`src/rtl/cpu_board_pkg.sv`:
```
// Shared types and constants for the CPU board clock-enable logic.
// Latency: n/a (definitions only).
// Backpressure: n/a.
package cpu_board_pkg;

    typedef enum logic {
        ST_STEP = 1'b0,
        ST_RUN  = 1'b1
    } state_t;

    localparam logic [1:0] SPD_SLOW = 2'd0;
    localparam logic [1:0] SPD_MED  = 2'd1;
    localparam logic [1:0] SPD_FAST = 2'd2;
    localparam logic [1:0] SPD_FULL = 2'd3;

    // Each faster speed drops this many high prescaler bits from its terminal match.
    localparam int SPD_SHIFT_MED  = 4;
    localparam int SPD_SHIFT_FAST = 8;

endpackage

```
`src/rtl/btn_debounce.sv`:
```
// Two-flop synchronizer, counter debounce and one-cycle press pulse for a raw button.
// Latency: press fires DEBOUNCE_CYCLES+3 cycles after a clean rising input.
// Backpressure: none; release edges produce no pulse.
module btn_debounce #(
    parameter int DEBOUNCE_CYCLES = 1000000
) (
    input  logic clk,
    input  logic rst,
    input  logic btn,
    output logic press
);
    localparam int CW = $clog2(DEBOUNCE_CYCLES + 1);
    localparam logic [CW-1:0] CNT_LAST = CW'(DEBOUNCE_CYCLES - 1);
    localparam logic [CW-1:0] CNT_ONE  = CW'(1);

    logic          sync0;
    logic          sync1;
    logic          stable;
    logic          stable_d;
    logic [CW-1:0] cnt;

    always_ff @(posedge clk) begin
        if (rst) begin
            sync0    <= 1'b0;
            sync1    <= 1'b0;
            stable   <= 1'b0;
            stable_d <= 1'b0;
            cnt      <= '0;
            press    <= 1'b0;
        end else begin
            sync0    <= btn;
            sync1    <= sync0;
            stable_d <= stable;
            press    <= stable & ~stable_d;
            // Any return to the accepted level restarts the stability window.
            if (sync1 != stable) begin
                if (cnt == CNT_LAST) begin
                    stable <= sync1;
                    cnt    <= '0;
                end else begin
                    cnt <= cnt + CNT_ONE;
                end
            end else begin
                cnt <= '0;
            end
        end
    end

endmodule

```
`src/rtl/cpu_step_ctrl.sv`:
```
// Single-clock CPU step enable: manual single-step or prescaled free-run pulses on cpu_ce.
// Latency: cpu_ce one cycle after a step press; first RUN pulse one cycle after entering RUN.
// Backpressure: none; halt forces STEP and suppresses any pending RUN pulse.
module cpu_step_ctrl
    import cpu_board_pkg::*;
#(
    parameter int DEBOUNCE_CYCLES = 1000000,
    parameter int DIV_WIDTH       = 28,
    parameter int CNT_WIDTH       = 16
) (
    input  logic                 clk,
    input  logic                 rst,
    input  logic                 btn_step,
    input  logic                 btn_run,
    input  logic [1:0]           speed,
    input  logic                 halt,
    output logic                 cpu_ce,
    output logic                 run_mode,
    output logic [CNT_WIDTH-1:0] step_count
);
    localparam logic [DIV_WIDTH-1:0] DIV_ONE = DIV_WIDTH'(1);
    localparam logic [CNT_WIDTH-1:0] CNT_ONE = CNT_WIDTH'(1);

    logic                 step_press;
    logic                 run_press;
    logic                 terminal;
    logic [DIV_WIDTH-1:0] presc;
    state_t               state;

    btn_debounce #(.DEBOUNCE_CYCLES(DEBOUNCE_CYCLES)) u_step_btn (
        .clk   (clk),
        .rst   (rst),
        .btn   (btn_step),
        .press (step_press)
    );

    btn_debounce #(.DEBOUNCE_CYCLES(DEBOUNCE_CYCLES)) u_run_btn (
        .clk   (clk),
        .rst   (rst),
        .btn   (btn_run),
        .press (run_press)
    );

    // speed is read live so a switch change lands on the next matching count.
    always_comb begin
        terminal = 1'b1;
        case (speed)
            SPD_SLOW: terminal = &presc;
            SPD_MED:  terminal = &presc[DIV_WIDTH-SPD_SHIFT_MED-1:0];
            SPD_FAST: terminal = &presc[DIV_WIDTH-SPD_SHIFT_FAST-1:0];
            default:  terminal = 1'b1;
        endcase
    end

    always_ff @(posedge clk) begin
        if (rst) begin
            state      <= ST_STEP;
            presc      <= '0;
            cpu_ce     <= 1'b0;
            step_count <= '0;
        end else begin
            if (cpu_ce) begin
                step_count <= step_count + CNT_ONE;
            end
            case (state)
                ST_STEP: begin
                    presc  <= '0;
                    cpu_ce <= step_press & ~run_press;
                    if (run_press && !halt) begin
                        state <= ST_RUN;
                    end
                end
                ST_RUN: begin
                    if (run_press || halt) begin
                        state  <= ST_STEP;
                        presc  <= '0;
                        cpu_ce <= 1'b0;
                    end else begin
                        presc  <= presc + DIV_ONE;
                        cpu_ce <= terminal;
                    end
                end
                default: begin
                    state  <= ST_STEP;
                    presc  <= '0;
                    cpu_ce <= 1'b0;
                end
            endcase
        end
    end

    assign run_mode = (state == ST_RUN);

endmodule

```
`config.mk`:
```
export PLATFORM = sky130hd
export DESIGN_NAME = cpu_step_ctrl
export DESIGN_NICKNAME = d
export VERILOG_FILES = /design/src/rtl/cpu_board_pkg.sv /design/src/rtl/btn_debounce.sv /design/src/rtl/cpu_step_ctrl.sv
export SDC_FILE = /design/constraint.sdc
export NUM_CORES = 1
export LEC_CHECK = 0
export ABC_AREA = 1
export BUFFER_PORTS_ARGS = -buffer_cell sky130_fd_sc_hd__buf_2
export CELL_PAD_IN_SITES_DETAIL_PLACEMENT = 1
export CELL_PAD_IN_SITES_GLOBAL_PLACEMENT = 1
export CORE_UTILIZATION = 30
export CTS_CLUSTER_DIAMETER = 50
export CTS_CLUSTER_SIZE = 10
export DETAILED_ROUTE_END_ITERATION = 6
export HOLD_SLACK_MARGIN = 0.06
export PLACE_DENSITY = 0.62
export SLEW_MARGIN = 0
export SYNTH_ARGS = -nofsm -noshare
export SYNTH_HDL_FRONTEND = slang
export SYNTH_SLANG_ARGS = --single-unit
```
`constraint.sdc`:
```
create_clock -name clk -period 2.7 [get_ports clk]
set_input_delay 0.405 -clock clk [delete_from_list [all_inputs] [get_ports clk]]
set_output_delay 0.405 -clock clk [all_outputs]
set_load 0.02 [all_outputs]
```
## Yosys cells after proc, flatten, opt, wreduce, memory -nomap -nowiden

Index checks and enable logic that the tools add are counted.

| word-level totals | value |
|---|---|
| bits in registers | 96 |
| bits in latches | 0 |
| RAM bits | 0 |
| memory bits (read-only) | 0 |
| bits of input ports | 7 |
| output and inout port bits | 18 |
| logic and storage cells | 54 |
| memories kept | 0 |

| operators by class | value |
|---|---|
| add/sub/neg operators | 4 |
| multipliers | 0 |
| divide/modulo/power cells | 0 |
| $lt $le $gt $ge | 0 |
| equality and inequality tests | 6 |
| shift operators | 0 |
| multiplexer cells | 8 |
| bitwise logic cells | 9 |
| reduce and logical (&&, ||, !) cells | 11 |

Operator list:

| operator | count |
|---|---|
| case mux 28 bit (2 select lines) | 1 |
| adder 20 x 1 -> 20 bit, second input constant | 2 |
| == test 20 bit, second input constant | 2 |
| adder 28 x 1 -> 28 bit, second input constant | 1 |
| two-way mux 28 bit | 1 |
| AND reduction 28 bit | 1 |
| AND reduction 24 bit | 1 |
| AND reduction 20 bit | 1 |
| adder 16 x 1 -> 16 bit, second input constant | 1 |
| NOT 1 bit | 6 |
| OR reduction 3 bit | 2 |
| case mux 1 bit (2 select lines) | 2 |
| AND reduction 2 bit | 2 |
| AND 1 bit | 3 |
| two-way mux 1 bit | 3 |
| case mux 1 bit (3 select lines) | 1 |
| == test 2 x 1 -> 1 bit, second input constant | 1 |
| == test 2 bit, second input constant | 1 |
| zero test 2 bit | 1 |
| inequality test 1 bit | 2 |
| logical AND 1 bit | 1 |
| zero test 1 bit | 1 |
| logical OR 1 bit | 1 |

## Longest topological paths before layout

Gate-level depths: netlist (run 1).

| logic depth | value |
|---|---|
| depth after elaboration | 4 |
| gate-level depth with buffers | 10 |
| depth with buffers taken out | 10 |

## By module

From an unflattened synthesis (run 1), not the netlist that was laid out.

| unflattened totals | value |
|---|---|
| cells, all modules | 638 |
| area, all modules | 4668.2 um^2 |

Modules (own cells, without submodules):

| module | times used | cells each | area an instance (um^2) | sequential area each (um^2) |
|---|---|---|---|---|
| btn_debounce | 2 | 165 | 1224.9 | 500.5 |
| cpu_step_ctrl | 1 | 308 | 2218.4 | 920.9 |

## Worst setup path after synthesis (run 1)

OpenSTA, ideal clock, no wires.

| timing path | value |
|---|---|
| kind | register -> register |
| start | reg step_count[0] |
| end | reg step_count[12] |
| setup time | 0.117 ns |
| data arrival time | 1.398 ns |
| required time | 2.583 ns |
| path slack | 1.185 ns |
| cell stages (with the launch flop) | 9 |
| path buffers | 0 |
| clock period less this slack | 1.515 ns |
| cells stage by stage | dfxtp_1 > ha_1 > nand2_1 > nor2_2 > nand4_2 > nor2_4 > nand2_1 > o21ai_1 > a21oi_1 |

| on the way | value |
|---|---|
| word-level cells in the longest chain between the ends | 1 |

Ends and longest elaborated chain:

| what | line | RTL |
|---|---|---|
| start, declared | cpu_step_ctrl.sv:19 | `output logic [CNT_WIDTH-1:0] step_count` |
| start signal, assigned | cpu_step_ctrl.sv:63 | `step_count <= step_count + CNT_ONE;` |
| adder 16 x 1 -> 16 bit | cpu_step_ctrl.sv:63 |  |

Every way passes these cells.
A chain may end at the register's enable or synchronous reset.

## Worst setup path in the final report (run 1)

| timing path | value |
|---|---|
| start | reg u_step_btn.cnt[0] |
| end | reg u_step_btn.cnt[17] |

| on the way | value |
|---|---|
| word-level cells in the longest chain between the ends | 2 |
| elaborated cells between the ends (all ways) | 3 |
| classes of those cells | add/sub (1); eq/ne (1); reduce/logical (1) |

Ends and longest elaborated chain:

| what | line | RTL |
|---|---|---|
| start, declared | btn_debounce.sv:20 | `logic [CW-1:0] cnt;` |
| start signal, assigned | btn_debounce.sv:41 | `cnt <= cnt + CNT_ONE;` |
| parallel branches: the longest is 2 deep, another holds adder 20 x 1 -> 20 bit | -- |  |

Several ways; the timed one is not identified.

==> flow_summary_export.csv, run 1 <==
group,metric,value,unit
status,run_status,"finished clean",
timing,hold_viol_final,0,
worst_setup_path,critPathTopFamily,"simple AND/OR/NAND/NOR gates",
min_path,hold_path.class,"in2reg",
route,vias,3895,
final_layout,drive_above_1_share,13.9,%
worst_setup_path,cp_slowest_stage_delay,0.35,ns
power_and_ir_drop,ir_drop,0.000303,V
clocking,clkSlewWorstSetupHoldPaths,0.07,ns
final_layout,instances_no_fill,825,
clocking,cts-resized-gates,0,
synth,yosysSeqAreaShare,42.7,%
route,route.met3.wl,168,µm
synth,synth_top_area_cell,"dfxtp_1",
route,top_layer,"met4",
placed_design,hpwl,8.04,mm
synth,synth_edf_count,0,
timing,whs,0.286,ns
timing,skew,0.0114,ns
timing,finalCritPeriodShare,66.8,%
global_routing,antenna_found_initial,0,
final_layout,n_antenna_cell,0,
global_routing,grt_max_degree,22,
timing,slew-limit-headroom,73.3,%
synth,synthTopCellsByArea,"dfxtp_1, nand2_1, nor2_1",
final_layout,syn_to_final_growth,14.3,%
clocking,clk_root_buffer_cell,"clkbuf_16",
route,drt-vias-per-instance,4.72,
die,core,14600,µm²
route,wl_per_cell,13.0,µm
die,die-area,15500,µm²
global_routing,track_usage,14.9,%
placed_design,gp_congestion,0.754,
clocking,cts_tree,"done",
worst_setup_path,cp.arrival,2.05,ns
worst_setup_path,worstPathMaxFanout,17,
power_and_ir_drop,powerDensity,561,nW/µm²
clocking,postCtsSetupRepairBufs,0,
worst_setup_path,critical_path_buf_inv_count,1,
worst_setup_path,slowest_stage,"dfxtp_1",
timing,finalSetupTns,0,ns
die,ios,25,
route,drt_iter0_drc,119,
synth,ys.flop_type,"dfxtp_1",
global_routing,first_global_vias,4109,
placed_design,numPortBuffers,24,
synth,synth-simple-area-share,36.0,%
timing,rsz0062_at_grt,"false",
route,wirelength,10.7,mm
placed_design,dp.cells,809,
synth,synth_fa_ha_area_share,1.11,%
power_and_ir_drop,cellLeakagePower,1.75,nW
synth,yosysWarnings,0,
route,dr.pass1.iters,4,
global_routing,grt_pass1_wl,19.1,mm
die,row_count,44,
timing,maxSlewViolCount,0,
die,initial_core_util,30.8,%
synth,synth_xor_area_share,4.09,%
synth,synth_top_family_by_area,"simple AND/OR/NAND/NOR gates",
synth,syn_area_per_cell,7.41,µm²
clocking,htreeDepth,3,
synth,synth_mux_area_share,0,%
worst_setup_path,criticalPathCategory,"reg2reg",
timing,worst_slack,0.896,ns
clocking,cts_max_path_buffers,2,
final_layout,most-common-layout-cells,"nand2_1, nor2_1, dfxtp_1, inv_1, a21oi_1",
timing,finalCriticalPeriod,1.80,ns
route,drc,0,
worst_setup_path,crit_chain,"ha_1 -> nand2_1 -> nor2_4 -> nand3_1 -> nor2_1 -> nand3_1 -> nand2_2 -> inv_1 -> nand2_1 -> nor2_1",
die,die_w,124,µm
clocking,cts_buffers,9,
clocking,cts_sinks,96,
die,dieHeight,124,µm
final_layout,final_nets,647,
timing,worst_pin_slew,0.400,ns
run,drv_cap,0,
worst_setup_path,cp.required,2.95,ns
synth,syn_area,4500,µm²
final_layout,finish.utilization,35.2,%
timing,setup_viol,0,
clocking,worstSkewPairLatency,0.35,ns
timing,clock.fmax,554,MHz
final_layout,layout_commonest_cell,"nand2_1",
route,wl_met2,5.32,mm
synth,synth_seq_cells,96,
worst_setup_path,critPathLaunchType,"flop",
synth,yosys.area.top_type_share,42.7,%
route,wl_met1,5.03,mm
synth,synth_cell_types,36,
synth,synth_compound_area_share,8.99,%
worst_setup_path,rrSetupSlack,0.90,ns
route,ant_nets,0,
synth,syn_nets,618,
synth,synthArstFlopShare,0,%
synth,synth_cells,607,
worst_setup_path,worst_setup_path_end_kind,"flop",
global_routing,overflow,0,
placed_design,place_ws,0.837,ns
clocking,cts_hold_buffers,0,
## per-stage QoR
step	instance area, µm²	power [W]
floorplan	4500	0.00147
global placement	4810	0.00148
detailed placement	4810	0.00149
CTS	5140	0.00294
global route	5140	0.00299
finish	5140	0.00288
## worst min-delay path, delay by kind of cell
kind,cells,cell delay (ns)
buf+inv,2,0.15
simple gates,1,0.03
## synthesized netlist by cell type, types with 2 or more instances
cell and count:
xor2_1 14, inv_2 4, nand2_4 2, xnor2_1 7
nand3_1 34, nor2_1 98, nand2_2 11, nor3b_2 3
nor3b_1 4, nor2_2 11, o21ai_1 3, nand3_2 4
a211oi_1 2, ha_1 4, o21a_1 4, buf_6 2
nor3_1 24, inv_1 69, nor2_4 9, a31oi_1 3
a21oi_2 2, dfxtp_1 96, nand3b_1 7, buf_2 3
o21ai_0 14, nand4_1 14, nand2_1 105, a21oi_1 46
## logic make-up after synthesis
group / count (synthesis)
compound gates: 75
simple gates: 331
buf+inv: 80
flops: 96
fa+ha+maj: 4
xor+xnor: 21
## worst paths after layout
check                      from                 end  depth (start not counted)
max reg2reg   u_step_btn.cnt[0]  u_step_btn.cnt[17]                         10
min reg2reg  u_run_btn.stable_d     u_run_btn.press                          1
min                    btn_step    u_step_btn.sync0                          3
max           u_step_btn.cnt[0]  u_step_btn.cnt[17]                         10
## per-layer routing
metal | up-vias | global-route usage (%)
met3 | 12 | 2.36
li1 | 2015 | -
met2 | 20 | 26.0
met4 | 0 | 5.53
met5 | - | 0
met1 | 1848 | 18.4
## power by group
part | internal, W | switching [W]
Sequential | 0.00142 | 0.00000210
Combinational | 0.00000948 | 0.0000211
Clock | 0.000848 | 0.000585
Total | 0.00228 | 0.000609
## registers in the layout, summed over array words and instances (netlist names)
signal and count:
u_run_btn.stable_d 1, u_step_btn.sync1 1, run_mode 1, u_step_btn.sync0 1, u_step_btn.cnt 20, u_run_btn.stable 1
u_step_btn.stable_d 1, u_run_btn.cnt 20, cpu_ce 1, presc 28, u_run_btn.press 1, u_step_btn.press 1
u_run_btn.sync0 1, step_count 16, u_step_btn.stable 1, u_run_btn.sync1 1
## layout make-up
class / instances / area, µm²
Fill cell: 1812 / 9450
Multi-Input combinational cell: 431 / 2250
Sequential cell: 96 / 1920
Inverter: 73 / 274
Clock buffer: 11 / 243
Tap cell: 184 / 230
Timing Repair Buffer: 25 / 128
Clock inverter: 5 / 87.6
Power figures use the tool's default switching activity.
==> run 2, diff against run 1 <==
--- a/config.mk
+++ b/config.mk
@@ -5,7 +5,7 @@
 export SDC_FILE = /design/constraint.sdc
 export NUM_CORES = 1
 export LEC_CHECK = 0
-export ABC_AREA = 1
+export ABC_AREA = 0
 export BUFFER_PORTS_ARGS = -buffer_cell sky130_fd_sc_hd__buf_2
 export CELL_PAD_IN_SITES_DETAIL_PLACEMENT = 1
 export CELL_PAD_IN_SITES_GLOBAL_PLACEMENT = 1
@@ -14,7 +14,7 @@
 export CTS_CLUSTER_SIZE = 10
 export DETAILED_ROUTE_END_ITERATION = 6
 export HOLD_SLACK_MARGIN = 0.06
-export PLACE_DENSITY = 0.62
+export PLACE_DENSITY = 0.6
 export SLEW_MARGIN = 0
 export SYNTH_ARGS = -nofsm -noshare
 export SYNTH_HDL_FRONTEND = slang
==> constraint.sdc (replaced) <==
create_clock -name clk -period 1.7 [get_ports clk]
set_input_delay 0.255 -clock clk [delete_from_list [all_inputs] [get_ports clk]]
set_output_delay 0.255 -clock clk [all_outputs]
set_load 0.02 [all_outputs]
==> flow_summary_export.csv, run 2 <==
group,metric,value,unit
status,run_status,"complete, but fails checks",
status,violations,"setup timing",
synth,synth_cells,490,
synth,synthTopCellsByArea,"dfxtp_1, xnor2_1, nor2_1",
placed_design,hpwl,7.59,mm
power_and_ir_drop,powerDensity,764,nW/µm²
worst_setup_path,cp_num_cells,4,
synth,synthArstFlopShare,0,%
final_layout,most-common-layout-cells,"buf_4, dfxtp_1, nor2_1, xnor2_1, nand3_1",
die,ios,25,
clocking,cts_max_path_buffers,2,
placed_design,numPortBuffers,24,
clocking,cts_buffers,9,
synth,ys.flop_type,"dfxtp_1",
final_layout,syn_to_final_growth,33.6,%
synth,syn_area_per_cell,8.76,µm²
clocking,clk_root_buffer_cell,"clkbuf_16",
clocking,cts_sinks,96,
route,ant_nets,0,
final_layout,reg.largest.list,"presc (28), u_run_btn.cnt (20), u_step_btn.cnt (20)",
synth,synth_top_area_cell,"dfxtp_1",
synth,yosysWarnings,0,
timing,rsz0062_at_grt,"true",
placed_design,place_ws,-0.145,ns
global_routing,grt_pass1_wl,18.5,mm
final_layout,top_register,"presc",
die,row_count,43,
clocking,clkSlewWorstSetupHoldPaths,0.07,ns
placed_design,placed_cell_area,5150,µm²
worst_setup_path,crit_top_cell,"or4_4",
final_layout,final_area,5730,µm²
worst_setup_path,worstPathMaxFanout,5,
min_path,hold_path_depth,2,
worst_setup_path,critPathLaunchType,"flop",
timing,skew,0.00796,ns
die,dieHeight,122,µm
global_routing,grt_max_degree,29,
final_layout,final_nets,597,
die,die_w,122,µm
worst_setup_path,criticalPathCategory,"reg2reg",
clocking,worstSkewPairLatency,0.35,ns
power_and_ir_drop,cellLeakagePower,1.96,nW
timing,setup_viol,11,
synth,synth_edf_count,0,
clocking,htreeDepth,3,
route,drt_iter0_drc,173,
worst_setup_path,cp_slowest_stage_delay,0.59,ns
global_routing,overflow,0,
timing,maxSlewViolCount,0,
timing,worst_pin_slew,0.367,ns
timing,clock.fmax,548,MHz
final_layout,n_antenna_cell,0,
worst_setup_path,crit_chain,"nand4_1 -> or4_4 -> or4_4 -> a21oi_2",
synth,syn_nets,501,
final_layout,layout_commonest_cell,"buf_4",
placed_design,gp_congestion,0.721,
die,core,13900,µm²
timing,whs,0.0921,ns
route,vias,3844,
timing,hold_viol_final,0,
route,dr.pass1.iters,4,
worst_setup_path,cp.required,1.99,ns
run,drv_cap,0,
route,wirelength,11.1,mm
power_and_ir_drop,ir_drop,0.000544,V
min_path,hold_path.class,"in2reg",
synth,synth_seq_cells,96,
clocking,cts_hold_buffers,0,
route,drc,0,
route,wl_per_cell,14.4,µm
die,initial_core_util,30.8,%
worst_setup_path,slowest_stage,"or4_4",
worst_setup_path,worst_setup_path_end_kind,"flop",
die,die-area,14800,µm²
clocking,cts_tree,"done",
timing,worst_slack,-0.125,ns
worst_setup_path,critPathTopFamily,"simple AND/OR/NAND/NOR gates",
global_routing,track_usage,15.9,%
worst_setup_path,rr_worst_depth,4,
power_and_ir_drop,total_power,0.00438,W
final_layout,largest_reg_flops,28,
timing,slew-limit-headroom,75.3,%
synth,synth_cell_types,45,
synth,yosys.cell_count.top_type,"dfxtp_1",
timing,finalCriticalPeriod,1.82,ns
synth,syn_area,4290,µm²
worst_setup_path,cp.arrival,2.11,ns
synth,synth_common_cells,"dfxtp_1, nor2_1, a21oi_1, xnor2_1, nand3_1",
worst_setup_path,critical_path_buf_inv_count,0,
timing,finalCritPeriodShare,107,%
synth,yosys.area.top_type_share,44.8,%
final_layout,drive_above_1_share,33.4,%
global_routing,first_global_vias,3964,
global_routing,antenna_found_initial,0,
synth,yosysSeqAreaShare,44.8,%
route,drt-vias-per-instance,4.99,
## run 2: changes by cell type in the layout (fill, tap and decap cells not counted), moves of 12 or more
cell,previous run,this run
or4_4,0,12
nor2_1,98,57
dfxtp_2,0,17
o31ai_1,0,15
nor3_1,24,7
nand2_1,105,21
dfxtp_1,96,74
inv_1,69,20
or3_1,0,12
xnor2_1,7,30
a21oi_1,46,24
buf_4,1,75
## run 2: final timing paths
path                           start               to  slack [ns]
setup / recovery           presc[16]        presc[25]       -0.12
hold / removal                  halt         run_mode        0.09
setup reg to reg           presc[16]        presc[25]       -0.12
hold reg to reg   u_run_btn.stable_d  u_run_btn.press        0.39
## run 2: metal layers
layer | part of all wire [%] | global-route usage (%) | vias up
met4 | 2.1 | 7.72 | 0
met1 | 48 | 19.6 | 1854
met3 | 1.6 | 2.67 | 15
met2 | 48 | 26.7 | 30
li1 | - | - | 1945
met5 | 0 | 0 | -
## run 2: metrics by stage
step	setup TNS (ns)	instances	util [%]
final	-0.974	770	41.2
after global routing	-1.77	770	41.2
after CTS	-0.648	766	39.8
after detailed placement	-1.05	744	36.9
after global placement	-0.378	744	36.9
after floorplan	-0.131	490	-
## run 2: repair_timing
item                                    in CTS  in global routing
setup buffers                                5                  6
endpoints found under the setup margin      34                 51
gates cloned                                 2                  0
pin swaps                                   14                 19
resized for setup                           19                 36
## run 2: cell type report
cell class / count / area [µm²]
Clock buffer: 10 / 239
Clock inverter: 5 / 55.1
Fill cell: 1628 / 8200
Inverter: 20 / 75.1
Multi-Input combinational cell: 356 / 2430
Sequential cell: 96 / 1960
Tap cell: 180 / 225
Timing Repair Buffer: 103 / 746
## run 2: cell families (layout without fill, tap and decap cells)
group / Yosys count / in the layout / synth area share, %
AND/OR/NAND/NOR: 227 / 229 / 29.3
adder cells (fa/ha/maj): 4 / 4 / 1.17
XOR/XNOR: 47 / 47 / 9.59
flip-flops: 96 / 96 / 44.8
buffers and inverters: 40 / 138 / 4.31
multiplexers: 3 / 3 / 0.758
AO/OA/AOI/OAI: 73 / 73 / 10.1
## run 2: power by group
group	internal (W)	switching [W]
registers	0.00225	0.00000376
clock network	0.00117	0.000901
logic	0.0000233	0.0000342
total	0.00344	0.000939
